==> src/rtl/exec_pkg.sv <==
// Shared types and instruction field positions for the exec unit.
package exec_pkg;

  typedef enum logic [3:0] {
    OP_ADD   = 4'd0,
    OP_SUB   = 4'd1,
    OP_AND   = 4'd2,
    OP_OR    = 4'd3,
    OP_LI    = 4'd4,
    OP_LOAD  = 4'd5,
    OP_STORE = 4'd6,
    OP_JR    = 4'd7,
    OP_HALT  = 4'd15
  } op_e;

  typedef enum logic [2:0] {
    ST_BOOT,
    ST_EXEC,
    ST_MEM_WAIT,
    ST_REDIRECT,
    ST_HALT
  } state_e;

  // Field positions of the register-format instruction (bit 12 set).
  localparam int unsigned FMT_BIT = 12;
  localparam int unsigned OP_HI   = 11;
  localparam int unsigned OP_LO   = 8;
  localparam int unsigned RD_HI   = 7;
  localparam int unsigned RD_LO   = 6;
  localparam int unsigned RS_HI   = 5;
  localparam int unsigned RS_LO   = 4;
  localparam int unsigned IMM_HI  = 5;
  localparam int unsigned IMM_LO  = 0;

endpackage

==> src/rtl/exec_regfile.sv <==
// Four-entry register file: two asynchronous read ports, one write port.
module exec_regfile #(
  parameter int unsigned I_WIDTH = 13
) (
  input  logic               clk,
  input  logic               rst_n,
  input  logic [1:0]         raddr_a,
  output logic [I_WIDTH-1:0] rdata_a,
  input  logic [1:0]         raddr_b,
  output logic [I_WIDTH-1:0] rdata_b,
  input  logic               we,
  input  logic [1:0]         waddr,
  input  logic [I_WIDTH-1:0] wdata
);

  logic [I_WIDTH-1:0] regs [4];

  // Register storage: cleared on reset, single write per cycle.
  always_ff @(posedge clk or negedge rst_n) begin
    if (!rst_n) begin
      for (int unsigned i = 0; i < 4; i++) regs[i] <= '0;
    end else if (we) begin
      regs[waddr] <= wdata;
    end
  end

  assign rdata_a = regs[raddr_a];
  assign rdata_b = regs[raddr_b];

endmodule

==> src/rtl/exec_unit.sv <==
// In-order execute stage: consumes the fetch queue head, runs ALU ops,
// issues single-outstanding loads/stores and redirects fetch when needed.
module exec_unit
  import exec_pkg::*;
#(
  parameter int unsigned I_WIDTH = 13,
  parameter int unsigned A_WIDTH = 10,
  parameter int unsigned O_WIDTH = 5
) (
  input  logic               clk,
  input  logic               rst_n,
  input  logic [I_WIDTH-1:0] instruction_data_i,
  input  logic [A_WIDTH-1:0] instruction_addr_i,
  input  logic               instruction_valid_i,
  output logic               dequeue_o,
  output logic               restart_o,
  output logic [A_WIDTH-1:0] restart_addr_o,
  output logic               load_store_valid_o,
  output logic               store_en_o,
  output logic [A_WIDTH-1:0] load_store_addr_o,
  output logic [I_WIDTH-1:0] store_data_o,
  input  logic [I_WIDTH-1:0] load_data_i,
  input  logic               load_data_valid_i,
  output logic               halted_o,
  output logic [15:0]        retired_count_o
);

  state_e             state_q, state_d;
  logic [A_WIDTH-1:0] pc_q;
  logic [1:0]         rd_q;
  logic               halted_q;
  logic [15:0]        count_q;

  logic               is_bz;
  op_e                op;
  logic [1:0]         rd_idx, rs_idx, rb_idx;
  logic [I_WIDTH-1:0] ra_val, rb_val, alu_res;

  logic               we;
  logic [1:0]         waddr;
  logic [I_WIDTH-1:0] wdata;
  logic               retire, latch, set_halt;

  assign is_bz  = ~instruction_data_i[FMT_BIT];
  assign op     = op_e'(instruction_data_i[OP_HI:OP_LO]);
  assign rd_idx = instruction_data_i[RD_HI:RD_LO];
  assign rs_idx = instruction_data_i[RS_HI:RS_LO];
  // The BZ source register sits directly above the branch offset.
  assign rb_idx = is_bz ? instruction_data_i[O_WIDTH +: 2] : rs_idx;

  exec_regfile #(.I_WIDTH(I_WIDTH)) u_regfile (
    .clk     (clk),
    .rst_n   (rst_n),
    .raddr_a (rd_idx),
    .rdata_a (ra_val),
    .raddr_b (rb_idx),
    .rdata_b (rb_val),
    .we      (we),
    .waddr   (waddr),
    .wdata   (wdata)
  );

  // ALU: two-operand ops rd <= rd op rs, LI loads the zero-extended immediate.
  always_comb begin
    case (op)
      OP_ADD:  alu_res = ra_val + rb_val;
      OP_SUB:  alu_res = ra_val - rb_val;
      OP_AND:  alu_res = ra_val & rb_val;
      OP_OR:   alu_res = ra_val | rb_val;
      OP_LI:   alu_res = I_WIDTH'(instruction_data_i[IMM_HI:IMM_LO]);
      default: alu_res = '0;
    endcase
  end

  // Control decode: combinational strobes, next state and bookkeeping enables.
  always_comb begin
    dequeue_o          = 1'b0;
    restart_o          = 1'b0;
    restart_addr_o     = '0;
    load_store_valid_o = 1'b0;
    store_en_o         = 1'b0;
    load_store_addr_o  = '0;
    store_data_o       = '0;
    we                 = 1'b0;
    waddr              = rd_idx;
    wdata              = alu_res;
    state_d            = state_q;
    retire             = 1'b0;
    latch              = 1'b0;
    set_halt           = 1'b0;
    // Strobes are held low for the whole reset, including the BOOT restart.
    if (rst_n) begin
      case (state_q)
        ST_BOOT: begin
          restart_o = 1'b1;
          state_d   = ST_EXEC;
        end
        ST_EXEC: begin
          if (instruction_valid_i) begin
            if (is_bz) begin
              retire = 1'b1;
              if (rb_val == '0) begin
                dequeue_o = 1'b1;
              end else begin
                restart_o      = 1'b1;
                restart_addr_o = instruction_addr_i + A_WIDTH'(1);
              end
            end else begin
              case (op)
                OP_ADD, OP_SUB, OP_AND, OP_OR, OP_LI: begin
                  we        = 1'b1;
                  dequeue_o = 1'b1;
                  retire    = 1'b1;
                end
                OP_LOAD: begin
                  load_store_valid_o = 1'b1;
                  load_store_addr_o  = rb_val[A_WIDTH-1:0];
                  latch              = 1'b1;
                  state_d            = ST_MEM_WAIT;
                end
                OP_STORE: begin
                  load_store_valid_o = 1'b1;
                  store_en_o         = 1'b1;
                  load_store_addr_o  = ra_val[A_WIDTH-1:0];
                  store_data_o       = rb_val;
                  latch              = 1'b1;
                  retire             = 1'b1;
                  state_d            = ST_REDIRECT;
                end
                OP_JR: begin
                  restart_o      = 1'b1;
                  restart_addr_o = rb_val[A_WIDTH-1:0];
                  retire         = 1'b1;
                end
                OP_HALT: begin
                  dequeue_o = 1'b1;
                  retire    = 1'b1;
                  set_halt  = 1'b1;
                  state_d   = ST_HALT;
                end
                default: begin
                  dequeue_o = 1'b1;
                  retire    = 1'b1;
                end
              endcase
            end
          end
        end
        ST_MEM_WAIT: begin
          if (load_data_valid_i) begin
            we      = 1'b1;
            waddr   = rd_q;
            wdata   = load_data_i;
            retire  = 1'b1;
            state_d = ST_REDIRECT;
          end
        end
        ST_REDIRECT: begin
          restart_o      = 1'b1;
          restart_addr_o = pc_q + A_WIDTH'(1);
          state_d        = ST_EXEC;
        end
        ST_HALT: ;
        default: state_d = ST_BOOT;
      endcase
    end
  end

  // State, issue-time PC/rd capture, halt flag and retire counter.
  always_ff @(posedge clk or negedge rst_n) begin
    if (!rst_n) begin
      state_q  <= ST_BOOT;
      pc_q     <= '0;
      rd_q     <= '0;
      halted_q <= 1'b0;
      count_q  <= '0;
    end else begin
      state_q <= state_d;
      if (latch) begin
        pc_q <= instruction_addr_i;
        rd_q <= rd_idx;
      end
      if (set_halt) halted_q <= 1'b1;
      if (retire) count_q <= count_q + 16'd1;
    end
  end

  assign halted_o        = halted_q;
  assign retired_count_o = count_q;

endmodule

==> config.mk <==
export PLATFORM = sky130hd
export DESIGN_NAME = exec_unit
export DESIGN_NICKNAME = d
export VERILOG_FILES = /design/src/rtl/exec_pkg.sv /design/src/rtl/exec_regfile.sv /design/src/rtl/exec_unit.sv
export SDC_FILE = /design/constraint.sdc
export NUM_CORES = 1
export LEC_CHECK = 0
export ABC_AREA = 1
export CORE_MARGIN = 2
export CORE_UTILIZATION = 50
export CTS_CLUSTER_SIZE = 20
export DETAILED_ROUTE_END_ITERATION = 8
export MAX_ROUTING_LAYER = met4
export PLACE_DENSITY_LB_ADDON = 0.3
export SYNTH_ARGS = -nofsm -noshare
export SYNTH_HDL_FRONTEND = slang
export SYNTH_HIERARCHICAL = 1
export SYNTH_SLANG_ARGS = --single-unit
==> constraint.sdc <==
create_clock -name clk -period 3.2 [get_ports clk]
set_input_delay 0.64 -clock clk [delete_from_list [all_inputs] [get_ports clk]]
set_output_delay 0.64 -clock clk [all_outputs]
set_load 0.01 [all_outputs]
# Word-level counts from Yosys, hierarchy flattened
# Index checks and enable logic that the tools add are counted.
[totals]
regBits = 84
input_bits = 40
wordCells = 125
[op_classes]
add_sub_neg = 5
magnitude_cmp = 4
eq_ne = 16
muxes = 76
n_bitwise = 6
reduce_logical = 9
[op_table]
columns = ["op", "n"]
rows = [
  ["13-bit 2-to-1 mux", 13],
  ["10-bit 2-to-1 mux", 9],
  ["13-bit case mux with 5 select lines", 1],
  ["13-bit binary-select mux with 2-bit select", 2],
  ["52-bit bitwise mux", 1],
  ["10-bit case mux with 2 select lines", 2],
  ["1-bit 2-to-1 mux", 35],
  ["13-bit demux with 2-bit select", 1],
  ["10-bit by 1-bit adder with 10-bit output, second input constant", 2],
  ["16-bit by 1-bit adder with 16-bit output, second input constant", 1],
  ["4-bit by 3-bit == test with 1-bit output, second input constant", 4],
  ["13-bit adder", 1],
  ["13-bit AND", 1],
  ["13-bit zero test", 1],
  ["13-bit bitwise OR", 1],
  ["13-bit subtractor", 1],
  ["3-bit case mux with 4 select lines", 1],
  ["3-bit greater-or-equal comparator, second input constant", 3],
  ["3-bit 2-to-1 mux", 3],
  ["2-bit inverter with 3-bit output", 3],
  ["3-bit case mux with 3 select lines", 1],
  ["4-bit by 2-bit == test with 1-bit output, second input constant", 2],
  ["2-bit 2-to-1 mux", 4],
  ["3-bit by 2-bit == test with 1-bit output, second input constant", 2],
  ["other kinds (16)", 21],
]

# Depth between registers and ports, before layout
# Gate-level depths: netlist (run 1).
[logic_depth]
depth_word = 11
depth_mapped = 31
depth_no_buf = 28

# By module
# The synthesis (run 1) kept the hierarchy.
[modules_own_cells]
columns = ["mod", "n_inst", "cells_per_inst", "area_each_um2"]
rows = [
  ["exec_unit", 1, 670, 3971.3],
  ["exec_regfile", 1, 484, 3294.4],
]

# Least setup slack after synthesis (run 1)
# No wires, ideal clock.
[synth_timing]
kind = "input-to-reg"
start = "input port instruction_data_i[12]"
end = "register u_regfile/regs[12] (netlist bit)"
setup_time_ns = 0.074
arrival_time_ns = 3.753
setup_slack_ns = -0.627
cell_stages = 28
path_buffers = 2
path_cell_list = "clkbuf_1 -> o21ai_0 -> inv_1 -> buf_2 -> nand3_1 -> nand2_1 -> inv_1 -> ha_1 -> nand3_1 -> o21ai_0 -> xor2_1 -> inv_1 -> ha_1 -> nand2_1 -> inv_1 -> nand2_1 -> nand2_1 -> nand2_1 -> nand2_1 -> nor2_1 -> inv_1 -> nand2_1 -> nand3_1 -> nand2_1 -> nand2_1 -> nand2_1 -> inv_1 -> o21ai_2"
[synth_via]
elab_chain_len = 11
[synth_lines]
columns = ["element", "line", "rtl"]
rows = [
  ["start: declaration", "exec_unit.sv:12", "input logic [I_WIDTH-1:0] instruction_data_i,"],
  ["2-bit 2-to-1 mux (*)", "exec_unit.sv:49", "assign rb_idx = is_bz ? instruction_data_i[O_WIDTH +: 2] : rs_idx;"],
  ["net rb_idx[1]", "exec_unit.sv:36", "logic [1:0] rd_idx, rs_idx, rb_idx;"],
  ["2-bit inverter with 3-bit output (implied by the code) (*)", "exec_regfile.sv:28", "assign rdata_b = regs[raddr_b];"],
  ["13-bit binary-select mux with 2-bit select (*)", "exec_regfile.sv:28", ""],
  ["13-bit 2-to-1 mux (implied by the code) (*) (2 in a row)", "exec_regfile.sv:28", ""],
  ["net rb_val[0]", "exec_unit.sv:37", "logic [I_WIDTH-1:0] ra_val, rb_val, alu_res;"],
  ["13-bit subtractor / 13-bit adder (equally long branches)", "exec_unit.sv:67, exec_unit.sv:66", ""],
  ["13-bit case mux with 5 select lines (*)", "exec_unit.sv:65", "case (op)"],
  ["13-bit 2-to-1 mux", "exec_unit.sv:150", "if (load_data_valid_i) begin"],
  ["13-bit 2-to-1 mux", "exec_unit.sv:93", "case (state_q)"],
  ["13-bit 2-to-1 mux (*)", "exec_unit.sv:92", "if (rst_n) begin"],
  ["net wdata[12]", "exec_unit.sv:41", "logic [I_WIDTH-1:0] wdata;"],
  ["52-bit bitwise mux (*)", "exec_regfile.sv:23", "regs[waddr] <= wdata;"],
  ["end signal: indexed assignment", "exec_regfile.sv:23", ""],
  ["end: declaration", "exec_regfile.sv:16", "logic [I_WIDTH-1:0] regs [4];"],
]
# Mark *: on every way through the listed nets, which the timed path passes. The rest lies on a longest branch. The select of a mux whose other input is x is not followed.
# A chain may end at the register's enable or synchronous reset.

# Worst setup path after layout (run 1)
# Same ends and word-level chain as after synthesis.

==> results of run 1 <==
metrics by stage:
stage	instance area [µm²]	TNS, ns	util
floorplan	7520	-3.082	-
CTS	10040	-4.765	0.6987
global placement	9341	-76.02	0.6501
finish	10430	-8.982	0.7259
global route	10430	-17.34	0.7259
detailed placement	9341	-80.12	0.6501
layout by cell type (no fill, tap or decap), types with 10 or more instances in the layout:
cell type        synthesis  routed
nand2_1                420     374
inv_1                  165     143
buf_4                    9     137
nand3_1                113      90
dfrtp_1                 84      84
nor2_1                  69      55
clkdlybuf4s50_1          0      53
o21ai_0                 59      47
nand4_1                 40      40
nand2_2                  3      31
inv_2                    7      25
nand3_2                  3      24
nand2_4                  2      20
o21ai_2                 18      20
xor2_1                  17      15
a21oi_2                  0      14
nor3_1                  14      13
buf_2                   17      13
dlygate4sd2_1            0      13
a21oi_1                 27      12
nor2_4                   4      12
ha_1                    18      12
buf_6                   10      12
clkbuf_16                0      11
xnor2_1                 10      10
dlymetal6s2s_1           0      10
state kept, by name, indices dropped and copies added (netlist names):
name	cells
state_q	3
pc_q	10
retired_count_o	16
halted_o	1
u_regfile/regs	52
rd_q	2
area by class of cell:
cell class | count | area (µm²) | area share
clock buffer | 12 | 246.5 | 0.02363
clock inverter | 3 | 46.29 | 0.004439
inverter | 174 | 679.4 | 0.06514
multi-input combinational | 856 | 4900 | 0.4698
sequential | 84 | 2102 | 0.2015
tap | 184 | 230.2 | 0.02207
timing repair buffer | 248 | 2193 | 0.2103
timing repair inverter | 2 | 32.53 | 0.003119
how the worst min path moves through the flow:
stage	depth (start not counted)	start	end	slack, ns
detailed placement	2	halted_o	halted_o	0.46
global route	2	u_regfile/regs[48]	u_regfile/regs[48]	0.50
CTS	2	halted_o	halted_o	0.47
global placement	2	halted_o	halted_o	0.45
floorplan	0	rst_n	halted_o	0.34
finish	2	halted_o	halted_o	0.47
cell families (layout without fill, tap and decap cells):
kind of cell             Yosys count  count (layout)
AO/OA/AOI/OAI                    129             129
XOR/XNOR                          27              27
adder cells (fa/ha/maj)           19              19
buffers and inverters            215             439
flip-flops                        84              84
AND/OR/NAND/NOR                  680             681
metal layers:
metal  track usage  vias up  share of wire
met3       0.04553       41          0.085
met4       0.08724        0          0.019
met2        0.4812      394           0.45
met5             -        -              0
met1        0.4559     3910           0.45
li1              -     4114              -
power groups by stage:
stage / sequential (mW) / combinational, mW / clock, mW
2_1_floorplan: 1.45 / 1.57 / 0
3_3_place_gp: 1.46 / 2.45 / 0
3_5_place_dp: 1.47 / 2.47 / 0
4_1_cts: 1.46 / 2.68 / 1.05
5_1_grt: 1.49 / 3.16 / 1.11
6_report: 1.46 / 2.92 / 1.04
tightest hold or removal path, cell delays in order, from the launching register on:
cell and delay (ns):
dfrtp_1 0.34, inv_1 0.04, nand2_1 0.05
timing repair:
action	CTS	global route
setup buffers	20	9
pin swaps	62	51
gates cloned	3	2
gates resized for setup	152	86
setup endpoints to repair	87	71
==> results by group, run 1 <==
Outcome
  • Outcome: complete, but fails checks
  • Failing checks: negative setup slack

Critical path
  • Most frequent CP cell: nand2_1
  • Critical path fanouts, max: 6
  • Buf/Inv on CP: 9
  • Setup crit start: instruction_data_i[12]
  • Critical Path AT: 3.76 ns
  • CP max-delay cell: ha_4
  • WS Path Type: in -> reg
  • Worst setup EP type: flop
  • Slowest stage delay, CP: 0.24 ns
  • Reg2reg start: u_regfile/regs[1]
  • R2R Setup Slk: 0.09 ns
  • R2R depth: 26
  • Largest delay share family, worst path: simple AND/OR/NAND/NOR gates
  • Req. time, crit path: 3.46 ns
  • Worst setup endpoint: u_regfile/regs[12]
  • Startpoint Class: input pin
  • R2R Path End: u_regfile/regs[12]
  • Levels on crit path: 31

Pwr
  • Sequential power share: 0.270
  • Cell Pwr Density: ~520 mW/mm²
  • Total power draw: around 5.4 mW
  • LEAKAGE: 5.511 nW
  • Clock power share: 0.192
  • Power Internal: 3.107 mW
  • Combinational group share of total power: 0.538
  • Sw frac: 0.4272
  • Psw: 2.317 mW
  • VDD IR-drop max: roughly 0.00045 V

Die
  • Site row count: 44
  • Top-level I/O count: 94
  • Die width: 124.5 µm
  • Initial cell density of the core: 0.5057
  • Full die area: 0.01551 mm²
  • Core area: 0.01437 mm²
  • Die height: between 100 and 150 µm

Yosys
  • Adder-cell share of the synthesized area: 0.03375
  • #FFs+latches synth: 84
  • Yosys top cell area share: 0.2893
  • Synth cell types: 46
  • Simple logic cell fraction of the synthesized area: 0.4086
  • Post-synthesis mux area share: 0
  • Synth Area in XOR/XNOR: 0.03255
  • Synth Net Count: 1213
  • Synth Warn #: 6
  • Count leader, synth: nand2_1
  • Netlist Area Pre-Place: 0.007266 mm²
  • Async SR Flop Fraction: 1.000
  • Synth Area per Inst: ~6.3 µm²
  • Yosys top cell by area: dfrtp_1
  • Post-synthesis compound-gate area fraction: 0.1064
  • Number of synthesized flops with an enable pin: 0
  • Sequential area share after synthesis: 0.2893
  • Top_reg_cell synth: dfrtp_1
  • Area contributors post-synth: dfrtp_1 29%, nand2_1 22%, inv_1 8.5%
  • Largest family of logic cells by synthesized area: simple AND/OR/NAND/NOR gates
  • Synth top cells by count: 420 x nand2_1, 165 x inv_1, 113 x nand3_1
  • Gate Count Post-Synth: 1154

CTS
  • Cts hold-fix bufs: 0
  • H-tree levels: 3
  • CTS tree: yes
  • Max clock buf depth: 2
  • CTS sink cnt: 84
  • Register clock-pin slew on the reported worst setup and hold paths: 0.06 ns
  • Clock Latency Late Sink: 0.34 ns
  • Num CTS Buffers: 9
  • Clock root buffer: clkbuf_16

Detailed routing
  • Routed vias: 8459
  • DRC: 0
  • Routed wire length: between 20000 and 25000 µm
  • Routed length per placed instance: 15.84 µm
  • Post-DRT Antenna Nets: 0
  • Initial DRC count: approximately 800
  • Drt pass-1 iters: 5
  • Via-to-Cell Ratio: 5.412

Global route
  • Vias in the first global route: a little under 8000
  • Initial antenna violation count: 0
  • Largest net degree at the start of global routing: 50
  • Total gr overflow: 0
  • First-pass GRT wire length: a little under 40000 µm
  • All-Layer GR Usage: 0.3205

Timing
  • Setup Skew: 0.007390 ns
  • Setup WS post-layout: -0.2962 ns
  • Final setup viols: between 40 and 50
  • Shortest period the worst path allows: roughly 3.5 ns
  • Final hold vios: 0
  • Worst slew margin: 0.5879
  • Pins Over Slew Limit: 0
  • Worst-margin pin slew: 0.6182 ns
  • Hold slack: ~0.47 ns
  • RSZ-0062 raised after global routing: true
  • Fmax: 0.2860 GHz
  • Crit share post-route: 1.093

Placed design
  • HPWL after DPL: 18420 µm
  • Routability cong.: 0.9912
  • Dpl ws: -1.272 ns
  • I/O Buffers: 93
  • Placed instance count: 1514

Layout
  • Area Growth Syn to Fin: 43.55%
  • Antenna Cells: 0
  • Fraction of layout instances using a drive strength above 1: 0.2727
  • FILL cells: 1172
  • Fin cells: 1563
  • Nets: between 1000 and 1500

Run
  • Max Cap Violations: 0

Min path
  • Min-delay worst type: reg -> reg
Power figures use the tool's default switching activity.
==> run 2: changes to the inputs <==
CELL_PAD_IN_SITES_DETAIL_PLACEMENT = 0   (was unset)
CELL_PAD_IN_SITES_GLOBAL_PLACEMENT = 1   (was unset)
CORE_UTILIZATION = 36   (was 50)
clock period = 2.9 ns   (was 3.2 ns; I/O delays follow)
==> run 2 against run 1 <==
Global-route usage decreased by 7.0 points. Non-clock buffer count increased by 50. The run still ends with negative setup slack left. Combinational power increased by 29%. Sequential power increased by 10%. Total power increased by 23%. Largest power group unchanged. Wire length increased by 8.0%.
==> results by group, run 2 (synthesis results as in run 1) <==
Detailed routing
  • DRC: 0 (unchanged)
  • Routed wire length: 26740 µm (was 24760 µm)
  • Post-DRT Antenna Nets: 0 (unchanged)
  • Via-to-Cell Ratio: 4.975 (was 5.412)
  • Initial DRC count: 544 (was 806)
  • Routed length per placed instance: 15.81 µm (was 15.84 µm)
  • Drt pass-1 iters: 5 (unchanged)
  • Routed vias: 8418 (was 8459)

Run
  • Max Cap Violations: 0 (unchanged)

Timing
  • Crit share post-route: 1.174
  • Setup WS post-layout: -0.5048 ns (was -0.2962 ns)
  • Fmax: 0.2937 GHz
  • Pins Over Slew Limit: 0 (unchanged)
  • Worst slew margin: 0.4548 (was 0.5879)
  • Shortest period the worst path allows: 3.405 ns
  • Final setup viols: 54 (was 48)
  • Final hold vios: 0 (unchanged)
  • Hold slack: 0.2912 ns (was 0.4684 ns)
  • Worst-margin pin slew: 0.8177 ns (was 0.6182 ns)
  • Setup Skew: 0.01081 ns (was 0.007390 ns)
  • RSZ-0062 raised after global routing: true (unchanged)

Die
  • Top-level I/O count: 94 (unchanged)
  • Initial cell density of the core: 0.3697 (was 0.5057)
  • Core area: 0.01965 mm² (was 0.01437 mm²)
  • Die width: 146.1 µm (was 124.5 µm)
  • Site row count: 51 (was 44)
  • Die height: 146.1 µm (was 124.5 µm)
  • Full die area: 0.02134 mm² (was 0.01551 mm²)

Pwr
  • Total power draw: 6.682 mW (was 5.424 mW)
  • LEAKAGE: 5.667 nW (was 5.511 nW)
  • VDD IR-drop max: 0.0003917 V (was 0.0004458 V)
  • Cell Pwr Density: 590.6 mW/mm² (was 520.0 mW/mm²)

CTS
  • Max clock buf depth: 2 (unchanged)
  • CTS tree: yes (unchanged)
  • Clock Latency Late Sink: 0.35 ns (was 0.34 ns)
  • Num CTS Buffers: 9 (unchanged)
  • CTS sink cnt: 84 (unchanged)
  • Register clock-pin slew on the reported worst setup and hold paths: 0.07 ns (was 0.06 ns)
  • H-tree levels: 3 (unchanged)
  • Clock root buffer: clkbuf_16 (unchanged)

Layout
  • Util after Layout: 0.5757 (was 0.7259)
  • Nets: 1481 (was 1434)
  • Area Growth Syn to Fin: 55.73% (was 43.55%)
  • Commonest cells after routing, fill and taps aside: 340 x nand2_1, 166 x buf_4, 132 x inv_1 (was 374 x nand2_1, 143 x inv_1, 137 x buf_4)
  • Max reg flops: 52 (unchanged)
  • Final Cell Area: 0.01131 mm² (was 0.01043 mm²)
  • Most common cell after layout, fill and taps aside: nand2_1 (unchanged)
  • Antenna Cells: 0 (unchanged)
  • FILL cells: 1909 (was 1172)
  • Fin cells: 1692 (was 1563)
  • Fraction of layout instances using a drive strength above 1: 0.3644 (was 0.2727)
  • Largest Register: u_regfile/regs (unchanged)

Critical path
  • WS Path Type: in -> reg (unchanged)
  • CP max-delay cell: ha_4 (unchanged)
  • Buf/Inv on CP: 9 (unchanged)
  • Critical Path AT: 3.68 ns (was 3.76 ns)
  • Req. time, crit path: 3.18 ns (was 3.46 ns)
  • Worst setup EP type: flop (unchanged)
  • Setup crit start: instruction_data_i[4] (was instruction_data_i[12])
  • Largest delay share family, worst path: simple AND/OR/NAND/NOR gates (unchanged)
  • Reg2reg start: u_regfile/regs[0] (was u_regfile/regs[1])
  • Critical path fanouts, max: 7 (was 6)
  • Startpoint Class: input pin (unchanged)
  • Slowest stage delay, CP: 0.33 ns (was 0.24 ns)

Placed design
  • Routability cong.: 0.9120 (was 0.9912)
  • Post-DP Area: 0.009688 mm² (was 0.009341 mm²)
  • HPWL after DPL: 19870 µm (was 18420 µm)
  • I/O Buffers: 93 (unchanged)
  • Placed instance count: 1615 (was 1514)

Min path
  • Min-delay worst type: in -> async (was reg -> reg)

Global route
  • Vias in the first global route: 7977 (was 7863)
  • All-Layer GR Usage: 0.2509 (was 0.3205)
  • First-pass GRT wire length: 42030 µm (was 39430 µm)
  • Initial antenna violation count: 0 (unchanged)
  • Total gr overflow: 0 (unchanged)
  • Largest net degree at the start of global routing: 60 (was 50)

Outcome
  • Outcome: complete, but fails checks (unchanged)
  • Failing checks: negative setup slack (unchanged)
[run 2: cell types whose count changed in the layout (fill, tap and decap cells not counted), sizes merged]
cell | previous run | this run
clkdlybuf4s15 | 1 | 4
clkinvlp | 1 | 2
buf | 169 | 228
bufinv | 1 | 2
clkbuf | 14 | 24
nor2 | 78 | 77
dlygate4sd2 | 13 | 1
clkdlybuf4s50 | 53 | 51
clkinv | 3 | 2
dlymetal6s2s | 10 | 0
[run 2: metrics by stage]
step / setup WS [ns] / setup TNS (ns)
4_1_cts: -0.5377 / -21.62
6_report: -0.5048 / -19.17
3_3_place_gp: -1.275 / -81.03
3_5_place_dp: -1.325 / -86.03
2_1_floorplan: -0.4394 / -15.16
5_1_grt: -0.7169 / -26.80
[run 2: worst paths after layout]
kind / cells past startpoint / end / slack, ns
setup / recovery: 30 / u_regfile/regs[25] / -0.50
hold / removal: 2 / retired_count_o[13] / 0.29
setup reg to reg: 25 / u_regfile/regs[25] / -0.27
hold reg to reg: 2 / halted_o / 0.47
max in group asynchronous: 3 / u_regfile/regs[7] / 1.49
min in group clk: 2 / halted_o / 0.47
[run 2: cell type report]
type                       instances  area (µm²)  area share
inverter                         174       689.4     0.06093
tap                              265       331.6     0.02930
multi-input combinational        855        5229      0.4621
timing repair buffer             298        2630      0.2324
clock inverter                     6       93.84    0.008294
clock buffer                      10       239.0     0.02112
sequential                        84        2102      0.1858
[run 2: routing by layer]
layer | global-route usage | vias up | wire length (µm)
li1 | - | 4217 | -
met1 | 0.3524 | 3927 | 12900
met2 | 0.3811 | 238 | 12030
met3 | 0.03438 | 36 | 1195
met4 | 0.06650 | 0 | 620
met5 | - | - | 0
[run 2: what timing repair did]
item                       CTS  global route
hold buffers                 0             0
setup endpoints to repair   89            82
gates resized for setup    291           116
buffers inserted            42            16
cloned                       4             2
pin swaps                   98            79
[run 2: power by group]
group	switching [mW]	total, mW	internal [mW]	leakage (nW)
sequential	0.190	1.61	1.42	1.12
clock	0.516	1.30	0.787	0.160
combinational	2.12	3.77	1.66	4.39
==> run 3: changes to the inputs <==
ABC_AREA = 0   (was 1)
CORE_UTILIZATION = 43   (was 36)
SETUP_SLACK_MARGIN = 0.02   (was unset)
clock period = 3.6 ns   (was 2.9 ns; I/O delays follow)
==> run 3 against run 2 <==
The run still ends with negative setup slack left. Non-clock buffer count fell by 42. Sequential share of layout area is 3.2 points higher. Core utilization grew 9.0 points. Clock skew down 0.0033 ns. Register-to-register slack improved by 0.11 ns. Combinational power rose by 89%. First-iteration DRC count grew 9.9%. Synthesized cell count fell by 46%. Setup slack worse by 0.15 ns. Synthesized area shrank 13%. Critical path type unchanged. Critical endpoint is now u_regfile/regs[37]. Largest cell class unchanged.
==> results by group, run 3 <==
Outcome
  • Outcome: complete, but fails checks (unchanged)
  • Failing checks: negative setup slack (unchanged)

Global route
  • Met2 global-route usage: 0.4540 (was 0.3811)
  • Vias in the first global route: 6212 (was 7977)
  • GR met1 Demand/Resource: 0.3843 (was 0.3524)
  • Largest net degree at the start of global routing: 60 (unchanged)
  • Met3 usage: 0.05477 (was 0.03438)
  • Total gr overflow: 0 (unchanged)
  • Gr busiest metal: met2 (unchanged)
  • Initial antenna violation count: 0 (unchanged)
  • All-Layer GR Usage: 0.2894 (was 0.2509)
  • First-pass GRT wire length: 34340 µm (was 42030 µm)

CTS
  • CTS sink cnt: 84 (unchanged)
  • H-tree levels: 3 (unchanged)
  • Clock Latency Late Sink: 0.35 ns (about the same)
  • Num CTS Buffers: 9 (unchanged)
  • Clock root buffer: clkbuf_16 (unchanged)
  • CTS tree: yes (unchanged)
  • Register clock-pin slew on the reported worst setup and hold paths: 0.06 ns (was 0.07 ns)
  • Cts hold-fix bufs: 0 (unchanged)
  • Max clock buf depth: 2 (unchanged)

Layout
  • Area Growth Syn to Fin: 51.97% (was 55.73%)
  • Most common cell after layout, fill and taps aside: buf_4 (was nand2_1)
  • Largest Register: u_regfile/regs (unchanged)
  • Util after Layout: 0.6653 (was 0.5757)
  • Fraction of layout instances using a drive strength above 1: 0.4287 (was 0.3644)
  • Nets: 917 (was 1481)
  • FILL cells: 1111 (was 1909)
  • Antenna Cells: 0 (unchanged)
  • Commonest cells after routing, fill and taps aside: 126 x buf_4, 84 x dfrtp_1, 54 x clkdlybuf4s50_1 (was 340 x nand2_1, 166 x buf_4, 132 x inv_1)
  • Max reg flops: 52 (unchanged)

Yosys
  • Sequential area share after synthesis: 0.3316 (was 0.2893)
  • Simple logic cell fraction of the synthesized area: 0.1648 (was 0.4086)
  • Adder-cell share of the synthesized area: 0.04027 (was 0.03375)
  • Number of synthesized flops with an enable pin: 0 (unchanged)
  • Post-synthesis compound-gate area fraction: 0.1326 (was 0.1064)
  • Gate Count Post-Synth: 628 (was 1154)
  • Synth Warn #: 6 (unchanged)
  • Synth top cells by count: 84 x dfrtp_1, 67 x mux2_2, 39 x nand2_1, 39 x nor2_1 (was 420 x nand2_1, 165 x inv_1, 113 x nand3_1)
  • Async SR Flop Fraction: 1.000 (unchanged)
  • Synth Area per Inst: 10.09 µm² (was 6.296 µm²)
  • Largest family of logic cells by synthesized area: multiplexers (was simple AND/OR/NAND/NOR gates)
  • Count leader, synth: dfrtp_1 (was nand2_1)
  • Yosys top cell by area: dfrtp_1 (unchanged)
  • Synth cell types: 62 (was 46)
  • Synth Net Count: 687 (was 1213)
  • Post-synthesis mux area share: 0.2272 (was 0)
  • Yosys top cell area share: 0.3316 (was 0.2893)
  • Synth Area in XOR/XNOR: 0.06632 (was 0.03255)
  • Area contributors post-synth: dfrtp_1 33%, mux2_2 12%, mux4_2 9.2% (was dfrtp_1 29%, nand2_1 22%, inv_1 8.5%)
  • Top_reg_cell synth: dfrtp_1 (unchanged)
  • Netlist Area Pre-Place: 0.006339 mm² (was 0.007266 mm²)
  • #FFs+latches synth: 84 (unchanged)

Timing
  • Fmax: roughly 0.23 GHz
  • Worst slew margin: 0.5064 (was 0.4548)
  • Final setup viols: 56 (was 54)
  • Final hold vios: 0 (unchanged)
  • Worst-margin pin slew: 0.7404 ns (was 0.8177 ns)
  • RSZ-0062 raised after global routing: true (unchanged)
  • Crit share post-route: 1.183
  • Pins Over Slew Limit: 0 (unchanged)
  • Shortest period the worst path allows: 4.259 ns
  • Setup WS post-layout: -0.6592 ns (was -0.5048 ns)
  • Hold slack: 0.4808 ns (was 0.2912 ns)
  • Setup Skew: 0.007480 ns (was 0.01081 ns)

Die
  • Die height: 125.4 µm (was 146.1 µm)
  • Site row count: 44 (was 51)
  • Full die area: 0.01573 mm² (was 0.02134 mm²)
  • Core area: 0.01448 mm² (was 0.01965 mm²)
  • Top-level I/O count: 94 (unchanged)
  • Initial cell density of the core: 0.4378 (was 0.3697)
  • Die width: 125.4 µm (was 146.1 µm)

Critical path
  • Reg2reg start: u_regfile/regs[3] (was u_regfile/regs[0])
  • Critical path fanouts, max: 4 (was 7)
  • Critical Path AT: 4.49 ns (was 3.68 ns)
  • WS Path Type: in -> reg (unchanged)
  • Setup crit start: instruction_data_i[12] (was instruction_data_i[4])
  • R2R Setup Slk: -0.16 ns (was -0.27 ns)
  • Startpoint Class: input pin (unchanged)
  • R2R depth: 14 (was 25)
  • R2R Path End: u_regfile/regs[37] (was u_regfile/regs[25])
  • Req. time, crit path: 3.83 ns (was 3.18 ns)
  • Worst setup EP type: flop (unchanged)

Detailed routing
  • Routed vias: 6128 (was 8418)
  • Initial DRC count: 598 (was 544)
  • Routed length per placed instance: 21.46 µm (was 15.81 µm)
  • DRC: 0 (unchanged)
  • Post-DRT Antenna Nets: 0 (unchanged)
  • Via-to-Cell Ratio: 5.853 (was 4.975)
  • Routed wire length: 22470 µm (was 26740 µm)
  • Drt pass-1 iters: 5 (unchanged)

Min path
  • Min-delay worst type: reg -> reg (was in -> async)
  • Min-Delay Startpoint: halted_o
  • Worst Hold End: halted_o
  • Hold Path Stages: 1

Pwr
  • VDD IR-drop max: 0.0006173 V (was 0.0003917 V)
  • LEAKAGE: 4.537 nW (was 5.667 nW)
  • Cell Pwr Density: 989.9 mW/mm² (was 590.6 mW/mm²)

Placed design
  • I/O Buffers: 93 (unchanged)
  • HPWL after DPL: 15920 µm (was 19870 µm)
  • Routability cong.: 0.9691 (was 0.9120)

Run
  • Max Cap Violations: 0 (unchanged)
[run 3: stage by stage]
stage	setup slack (ns)	std cells	cell area, µm²	power [mW]	TNS (ns)
final	-0.6592	1047	9633	9.535	-25.34
after global routing	-0.7541	1047	9633	10.03	-29.83
after CTS	-0.6478	1034	9326	8.836	-21.98
after detailed placement	-1.457	982	8346	6.629	-80.07
after global placement	-1.482	982	8346	6.494	-79.84
after floorplan	-0.8659	628	6531	4.768	-28.05
[run 3: kinds of logic after synthesis]
family	count (synthesis)
compound gates	132
xor+xnor	48
fa+ha+maj	20
buf+inv	50
flops	84
mux	103
simple gates	191
[run 3: where the power goes]
part           switching (mW)  internal, mW  total (mW)
clock                   0.396         0.545       0.940
combinational            3.32          3.79        7.11
sequential              0.262          1.22        1.48
total                    3.97          5.56        9.54
[run 3: critical path, cell delays in order]
cell,delay [ns]
buf_12,0.10
mux2_4,0.35
buf_6,0.14
mux4_2,0.47
buf_6,0.15
nor3_4,0.19
nand2b_1,0.11
or3_4,0.37
o21ai_2,0.13
xor2_1,0.16
ha_1,0.26
and3_4,0.17
a21boi_2,0.16
a41oi_2,0.22
mux2i_2,0.30
a31oi_4,0.16
mux2_4,0.31
[run 3: repair_timing]
action | in CTS | in global routing
resized for setup | 168 | 55
pin swaps | 41 | 34
buffers inserted | 34 | 15
endpoints found under the setup margin | 83 | 74
gates cloned | 3 | 0
[run 3: metal layers]
| metal | vias to the layer above | share of wire |
|---|---|---|
| met3 | 31 | 0.058 |
| met2 | 214 | 0.48 |
| met5 | - | 0 |
| met1 | 3090 | 0.44 |
| met4 | 0 | 0.019 |
| li1 | 2793 | - |
[run 3: area by class of cell]
class	instances	area (µm²)	area share
inverters	11	41.29	0.004286
clock inverters	6	72.57	0.007533
flip-flops and latches	84	2102	0.2182
repair buffers	256	2344	0.2433
well taps	184	230.2	0.02390
clock buffers	10	229.0	0.02377
multi-input cells	496	4614	0.4790
[run 3: how the worst max path moves through the flow]
stage / cells past startpoint / endpoint
floorplan: 19 / u_regfile/regs[25]
global placement: 12 / restart_addr_o[6]
detailed placement: 12 / restart_addr_o[3]
CTS: 17 / u_regfile/regs[37]
global route: 18 / u_regfile/regs[37]
finish: 17 / u_regfile/regs[37]
